## config.mk

```make
export PLATFORM = sky130hd
export DESIGN_NAME = up_cou_mod_flat
export DESIGN_NICKNAME = d
export VERILOG_FILES = /design/src/rtl/cou_pkg.sv /design/src/rtl/up_cou_mod_if.sv /design/src/rtl/cou_next.sv /design/src/rtl/up_cou_mod.sv /design/src/flat_wrapper.sv
export SDC_FILE = /design/constraint.sdc
export NUM_CORES = 1
export LEC_CHECK = 0
export CORE_AREA = 2 2 39 41
export CTS_BUF_LIST = sky130_fd_sc_hd__clkbuf_16
export CTS_CLUSTER_DIAMETER = 30
export DETAILED_ROUTE_END_ITERATION = 10
export DIE_AREA = 0 0 41 43
export GPL_TIMING_DRIVEN = 1
export PLACE_DENSITY = 0.67
export SYNTH_ARGS = -nofsm -noshare
export SYNTH_HDL_FRONTEND = slang
export SYNTH_SLANG_ARGS = --single-unit
```

## constraint.sdc

```tcl
create_clock -name clk -period 2.3 [get_ports clk]
set_input_delay 0.23 -clock clk [delete_from_list [all_inputs] [get_ports clk]]
set_output_delay 0.23 -clock clk [all_outputs]
set_load 0.01 [all_outputs]
```

## src/rtl/cou_pkg.sv

```systemverilog
// cou_pkg: shared counter defaults and the next-state operation enum for the up/down counters
package cou_pkg;
  localparam int CNT_WIDTH = 4;
  localparam int CNT_RST_VAL = 0;
  typedef enum logic [2:0] {CNT_HOLD, CNT_CLR, CNT_LOAD, CNT_INC, CNT_WRAP} cnt_op_e;
endpackage

```

## src/rtl/up_cou_mod_if.sv

```systemverilog
// up_cou_mod_if: counter control/status bundle; master drives en/clr/load/load_val/mod_val/ovf_ack, slave returns count/tc/wrap/ovf
interface up_cou_mod_if import cou_pkg::*; #(parameter int WIDTH = CNT_WIDTH) ();
  logic en;
  logic clr;
  logic load;
  logic ovf_ack;
  logic [WIDTH-1:0] load_val;
  logic [WIDTH-1:0] mod_val;
  logic [WIDTH-1:0] count;
  logic tc;
  logic wrap;
  logic ovf;
  modport master(output en, clr, load, ovf_ack, load_val, mod_val, input count, tc, wrap, ovf);
  modport slave(input en, clr, load, ovf_ack, load_val, mod_val, output count, tc, wrap, ovf);
endinterface

```

## src/rtl/cou_next.sv

```systemverilog
// cou_next: picks the counter operation (clr > load > en > hold, wrap when count >= mod_val) and the resulting next count
module cou_next import cou_pkg::*; #(
  parameter int WIDTH = CNT_WIDTH,
  parameter logic [WIDTH-1:0] RST_VAL = WIDTH'(CNT_RST_VAL)
) (
  input  logic             i_clr,
  input  logic             i_load,
  input  logic             i_en,
  input  logic [WIDTH-1:0] i_count,
  input  logic [WIDTH-1:0] i_mod_val,
  input  logic [WIDTH-1:0] i_load_val,
  output cnt_op_e          o_op,
  output logic [WIDTH-1:0] o_nxt
);
  always_comb begin
    o_op = i_clr ? CNT_CLR : i_load ? CNT_LOAD : !i_en ? CNT_HOLD : (i_count >= i_mod_val) ? CNT_WRAP : CNT_INC;
    o_nxt = o_op == CNT_CLR  ? RST_VAL :
            o_op == CNT_LOAD ? i_load_val :
            o_op == CNT_WRAP ? '0 :
            o_op == CNT_INC  ? i_count + 1'b1 : i_count;
  end
endmodule

```

## src/rtl/up_cou_mod.sv

```systemverilog
// up_cou_mod: programmable-modulus up counter (clk, rst, bus slave: count/tc/wrap pulse/sticky ovf)
module up_cou_mod import cou_pkg::*; #(
  parameter int WIDTH = CNT_WIDTH,
  parameter logic [WIDTH-1:0] RST_VAL = WIDTH'(CNT_RST_VAL)
) (
  input logic clk,
  input logic rst,
  up_cou_mod_if.slave bus
);
  logic [WIDTH-1:0] r_count;
  logic r_wrap;
  logic r_ovf;
  cnt_op_e w_op;
  logic [WIDTH-1:0] w_nxt;
  cou_next #(.WIDTH(WIDTH), .RST_VAL(RST_VAL)) u_next (
    .i_clr(bus.clr),
    .i_load(bus.load),
    .i_en(bus.en),
    .i_count(r_count),
    .i_mod_val(bus.mod_val),
    .i_load_val(bus.load_val),
    .o_op(w_op),
    .o_nxt(w_nxt)
  );
  always_ff @(posedge clk or posedge rst) begin
    if (rst) begin
      r_count <= RST_VAL;
      r_wrap <= 1'b0;
      r_ovf <= 1'b0;
    end else begin
      r_count <= w_nxt;
      r_wrap <= w_op == CNT_WRAP;
      r_ovf <= (w_op == CNT_WRAP) | (r_ovf & ~bus.ovf_ack);
    end
  end
  assign bus.count = r_count;
  assign bus.wrap = r_wrap;
  assign bus.ovf = r_ovf;
  assign bus.tc = (r_count >= bus.mod_val) & bus.en;
endmodule

```

## src/flat_wrapper.sv

```systemverilog
// flat-port wrapper written by rule: the top's interface ports become plain ports
module up_cou_mod_flat import cou_pkg::*;
#(
  parameter int WIDTH = CNT_WIDTH,
  parameter logic [WIDTH-1:0] RST_VAL = WIDTH'(CNT_RST_VAL)
)
  (clk, rst, bus_en, bus_clr, bus_load, bus_ovf_ack, bus_load_val, bus_mod_val, bus_count, bus_tc, bus_wrap, bus_ovf);
  up_cou_mod_if #(.WIDTH(WIDTH)) bus_i ();
  input logic clk;
  input logic rst;
  input wire logic [$bits(bus_i.en)-1:0] bus_en;
  input wire logic [$bits(bus_i.clr)-1:0] bus_clr;
  input wire logic [$bits(bus_i.load)-1:0] bus_load;
  input wire logic [$bits(bus_i.ovf_ack)-1:0] bus_ovf_ack;
  input wire logic [$bits(bus_i.load_val)-1:0] bus_load_val;
  input wire logic [$bits(bus_i.mod_val)-1:0] bus_mod_val;
  output wire logic [$bits(bus_i.count)-1:0] bus_count;
  output wire logic [$bits(bus_i.tc)-1:0] bus_tc;
  output wire logic [$bits(bus_i.wrap)-1:0] bus_wrap;
  output wire logic [$bits(bus_i.ovf)-1:0] bus_ovf;
  assign bus_i.en = bus_en;
  assign bus_i.clr = bus_clr;
  assign bus_i.load = bus_load;
  assign bus_i.ovf_ack = bus_ovf_ack;
  assign bus_i.load_val = bus_load_val;
  assign bus_i.mod_val = bus_mod_val;
  assign bus_count = bus_i.count;
  assign bus_tc = bus_i.tc;
  assign bus_wrap = bus_i.wrap;
  assign bus_ovf = bus_i.ovf;
  up_cou_mod #(.WIDTH(WIDTH), .RST_VAL(RST_VAL)) u_core (.clk(clk), .rst(rst), .bus(bus_i));
endmodule
```

==> metrics.log <==
INFO  metric status = finished clean
INFO  metric grt_use_met2 = 24.38%
INFO  metric antenna_violating_nets_post_route = 0
INFO  metric worstSetupEndpointType = output port
INFO  metric clk_slew_on_worst_s_h_paths = 0.03 ns
INFO  metric post-synth-top-count-cell = sky130_fd_sc_hd__inv_1
INFO  metric critical_path.startpoint_type = input pin
INFO  metric synth_fa_ha_area_share = 14.12%
INFO  metric syn_nets = 65
INFO  metric timing.final.hold_violations = 0
INFO  metric setup.worst_path.class = input pin to output port
INFO  metric fillCellCount = 127
INFO  metric post_dp_cell_area = 674.4 um^2
INFO  metric worstPathArrival = 1.71 ns
INFO  metric finalMaxSlewViolations = 0
INFO  metric drt_first_iter_violations = 5
INFO  metric via_count_of_the_first_global_routing_pass = 396
INFO  metric post_synth.cell_area_avg = 9.629 um^2
INFO  metric initial_core_utilization = 32.01%
INFO  metric finalCoreUtilization = 54.34%
INFO  metric antenna_cell_count = 0
INFO  metric cellPowerDensity = 669.0 nW/um^2
INFO  metric r2r-start = u_core.bus.count[0]$_DFFE_PP0P_
INFO  metric synth_largest_type_area_fraction = 33.90%
INFO  metric timing.final.setup_violations = 0
INFO  metric clock_sinks = 6
INFO  metric timing.setup.tns = 0 ns
INFO  metric cp-startpoint = bus_mod_val[0]
INFO  metric clk-insertion-delay-late = 0.23 ns
INFO  metric detail_route.vias_per_cell = 4.895
INFO  metric timing.fmax = 515.9 MHz
INFO  metric wirelength = 1.078 mm
INFO  metric gr-usage-met1 = 16.07%
INFO  metric timing.max_cap.violations = 0
INFO  metric routabilityCongestion = 0.6868
INFO  metric final_layout_size_suffix_gt1_share = 14.29%
INFO  metric hold_ws = 0.2261 ns
INFO  metric synth_common_cells = sky130_fd_sc_hd__inv_1, sky130_fd_sc_hd__dfrtp_1, sky130_fd_sc_hd__ha_1
INFO  metric grt-ovfl-total = 0
INFO  metric max_slew_margin = 78.07%
INFO  metric synth_cell_types = 22
INFO  metric worst_slew_pin_slew = 0.3279 ns
INFO  metric ys_seq_elements = 6
INFO  metric htree_levels = 1
INFO  metric post_synth_and_or_nand_nor_area_fraction = 20.90%
INFO  metric synth_largest_area_cell = sky130_fd_sc_hd__dfrtp_1
INFO  metric gr_usage_total = 15.15%
INFO  metric unrepaired_setup_endpoints_after_global_routing = false
INFO  metric groute.layer.met3.usage = 5.759%
INFO  metric core_area = 1384 um^2
INFO  metric port_buffers = 20
INFO  metric netlist_area = 442.9 um^2
INFO  metric die_width = 41 um
INFO  metric cellLeakagePower = 0.3598 nW
INFO  metric synth-compound-area-share = 20.34%
INFO  metric post_layout_nonfiller_instances = 86
INFO  metric detail_route.drc_violations = 0
INFO  metric wl_per_cell = 12.53 um
INFO  metric post_synth_main_area_contributors = sky130_fd_sc_hd__dfrtp_1, sky130_fd_sc_hd__ha_1, sky130_fd_sc_hd__a2111oi_4
INFO  metric deepest_clock_path_buffer_count = 2
INFO  metric dominantRegCellSynth = sky130_fd_sc_hd__dfrtp_1
INFO  metric finalInstanceArea = 752.0 um^2
INFO  metric ctsHoldBuffers = 0
INFO  metric ys_async_sr_fraction = 100.0%
INFO  metric power.ir.vdd_worst = 381.8 uV
INFO  metric period_share = 84.28%
INFO  metric synth_xor_area_share = 3.955%
INFO  metric synth_sequential_area_ratio = 33.90%
INFO  metric ys.warnings.count = 0
INFO  metric post-place-cells = 83
INFO  metric post_synth_edffs = 0
INFO  metric synth.mux.area_fraction = 0%
INFO  metric grt_start_max_net_pins = 11
INFO  metric design.final.nets = 91
INFO  metric die_area = 1763 um^2
INFO  metric io-pin-count = 21
INFO  metric worst_clock_skew = 0.001381 ns
INFO  metric number_of_antenna_violations_at_the_first_check_in_global_routing = 0
INFO  metric clock_tree.root_cell = sky130_fd_sc_hd__clkbuf_16
INFO  metric finalCriticalPeriod = 1.938 ns
INFO  metric grt_pass1_wl = 1.669 mm
INFO  metric cts_tree = built
INFO  metric vias = 421
INFO  metric firstDrtPassIters = 5
INFO  metric dp_hpwl = 812.6 um
INFO  metric syn_inst = 46
INFO  metric floorplan.die.height = 43 um
INFO  metric layout_area_overhead = 69.77%
INFO  metric cts_made_buffers = 3
INFO  metric worst-path-max-fanout = 2
INFO  metric row_count = 14
INFO  metric cts.repair_timing.setup_buffer_count = 0
INFO  metric grt-busiest-layer = met2
INFO  metric worst_hold_path_type = input pin to asynchronous set/reset pin
INFO  metric synth_top_family_by_area = simple AND/OR/NAND/NOR gates
INFO  metric cp_data_required_time = 2.07 ns
==> layout by cell type (no fill, tap or decap), types with 2 or more instances in the layout <==
cell type / n
sky130_fd_sc_hd__a21oi_1: 2
sky130_fd_sc_hd__buf_4: 2
sky130_fd_sc_hd__clkbuf_16: 3
sky130_fd_sc_hd__clkdlybuf4s50_1: 19
sky130_fd_sc_hd__dfrtp_1: 6
sky130_fd_sc_hd__ha_1: 5
sky130_fd_sc_hd__inv_1: 7
sky130_fd_sc_hd__nand2_1: 4
sky130_fd_sc_hd__nor2_1: 4
sky130_fd_sc_hd__o41ai_1: 2
sky130_fd_sc_hd__xor2_1: 2
==> power by group <==
group	internal (mW)	switching, mW	leakage, nW
Combinational	0.0626	0.0423	0.242
Sequential	0.113	0.00622	0.0803
Clock	0.223	0.0566	0.0370
==> state kept, by name (all words and copies together), names as in the netlist <==
register / count
u_core.bus.wrap: 1
u_core.bus.count: 4
u_core.bus.ovf: 1
==> kinds of logic after synthesis <==
family | after synthesis
and+or+nand+nor | 15
AOI/OAI and AO/OA | 10
buffers and inverters | 8
DFF | 6
adders and majority gates | 5
xor gates and xnor gates | 2
==> routing by layer <==
metal / wire (um) / up-vias
met1: 427 / 190
met5: 0 / -
met4: 0 / 0
met3: 107 / 0
li1: - / 209
met2: 544 / 22
==> path summary, 6_finish.rpt <==
path / slack (ns) / to / cells past startpoint
hold reg to reg: 0.51 / u_core.bus.ovf$_DFF_PP0_ / 1
min in group clk: 0.51 / u_core.bus.ovf$_DFF_PP0_ / 1
max in group asynchronous: 1.88 / u_core.bus.count[0]$_DFFE_PP0P_ / 2
setup reg to reg: 0.41 / u_core.bus.count[3]$_DFFE_PP0P_ / 7
setup / recovery: 0.36 / bus_tc / 6
hold / removal: 0.23 / u_core.bus.count[2]$_DFFE_PP0P_ / 2
==> area by class of cell <==
class / instances / area [um^2] / share of cell area (%)
inverter: 7 / 26.28 / 3.494
tap: 16 / 20.02 / 2.662
sequential: 6 / 150.1 / 19.97
clock buffer: 3 / 75.07 / 9.983
timing repair buffer: 22 / 217.7 / 28.95
multi-input combinational: 32 / 262.8 / 34.94
==> critical path, cell delays in order <==
cell	delay [ns]
sky130_fd_sc_hd__clkdlybuf4s50_1	0.45
sky130_fd_sc_hd__ha_1	0.22
sky130_fd_sc_hd__nand2b_4	0.15
sky130_fd_sc_hd__a2111oi_4	0.38
sky130_fd_sc_hd__nor3b_2	0.10
sky130_fd_sc_hd__dlymetal6s2s_1	0.18
==> timing repair <==
item,in CTS,in global routing
setup endpoints to repair,0,1
endpoints found under the hold margin,0,0
resized for setup,0,1
==> metrics by stage <==
step,worst slack [ns],total power [mW]
global route,0.2897,0.5289
finish,0.3616,0.5031
detailed placement,0.04960,0.2252
floorplan,0.4918,0.1727
CTS,0.03205,0.5101
global placement,0.06116,0.2231
Note: power is estimated with default switching activity, not from simulation.
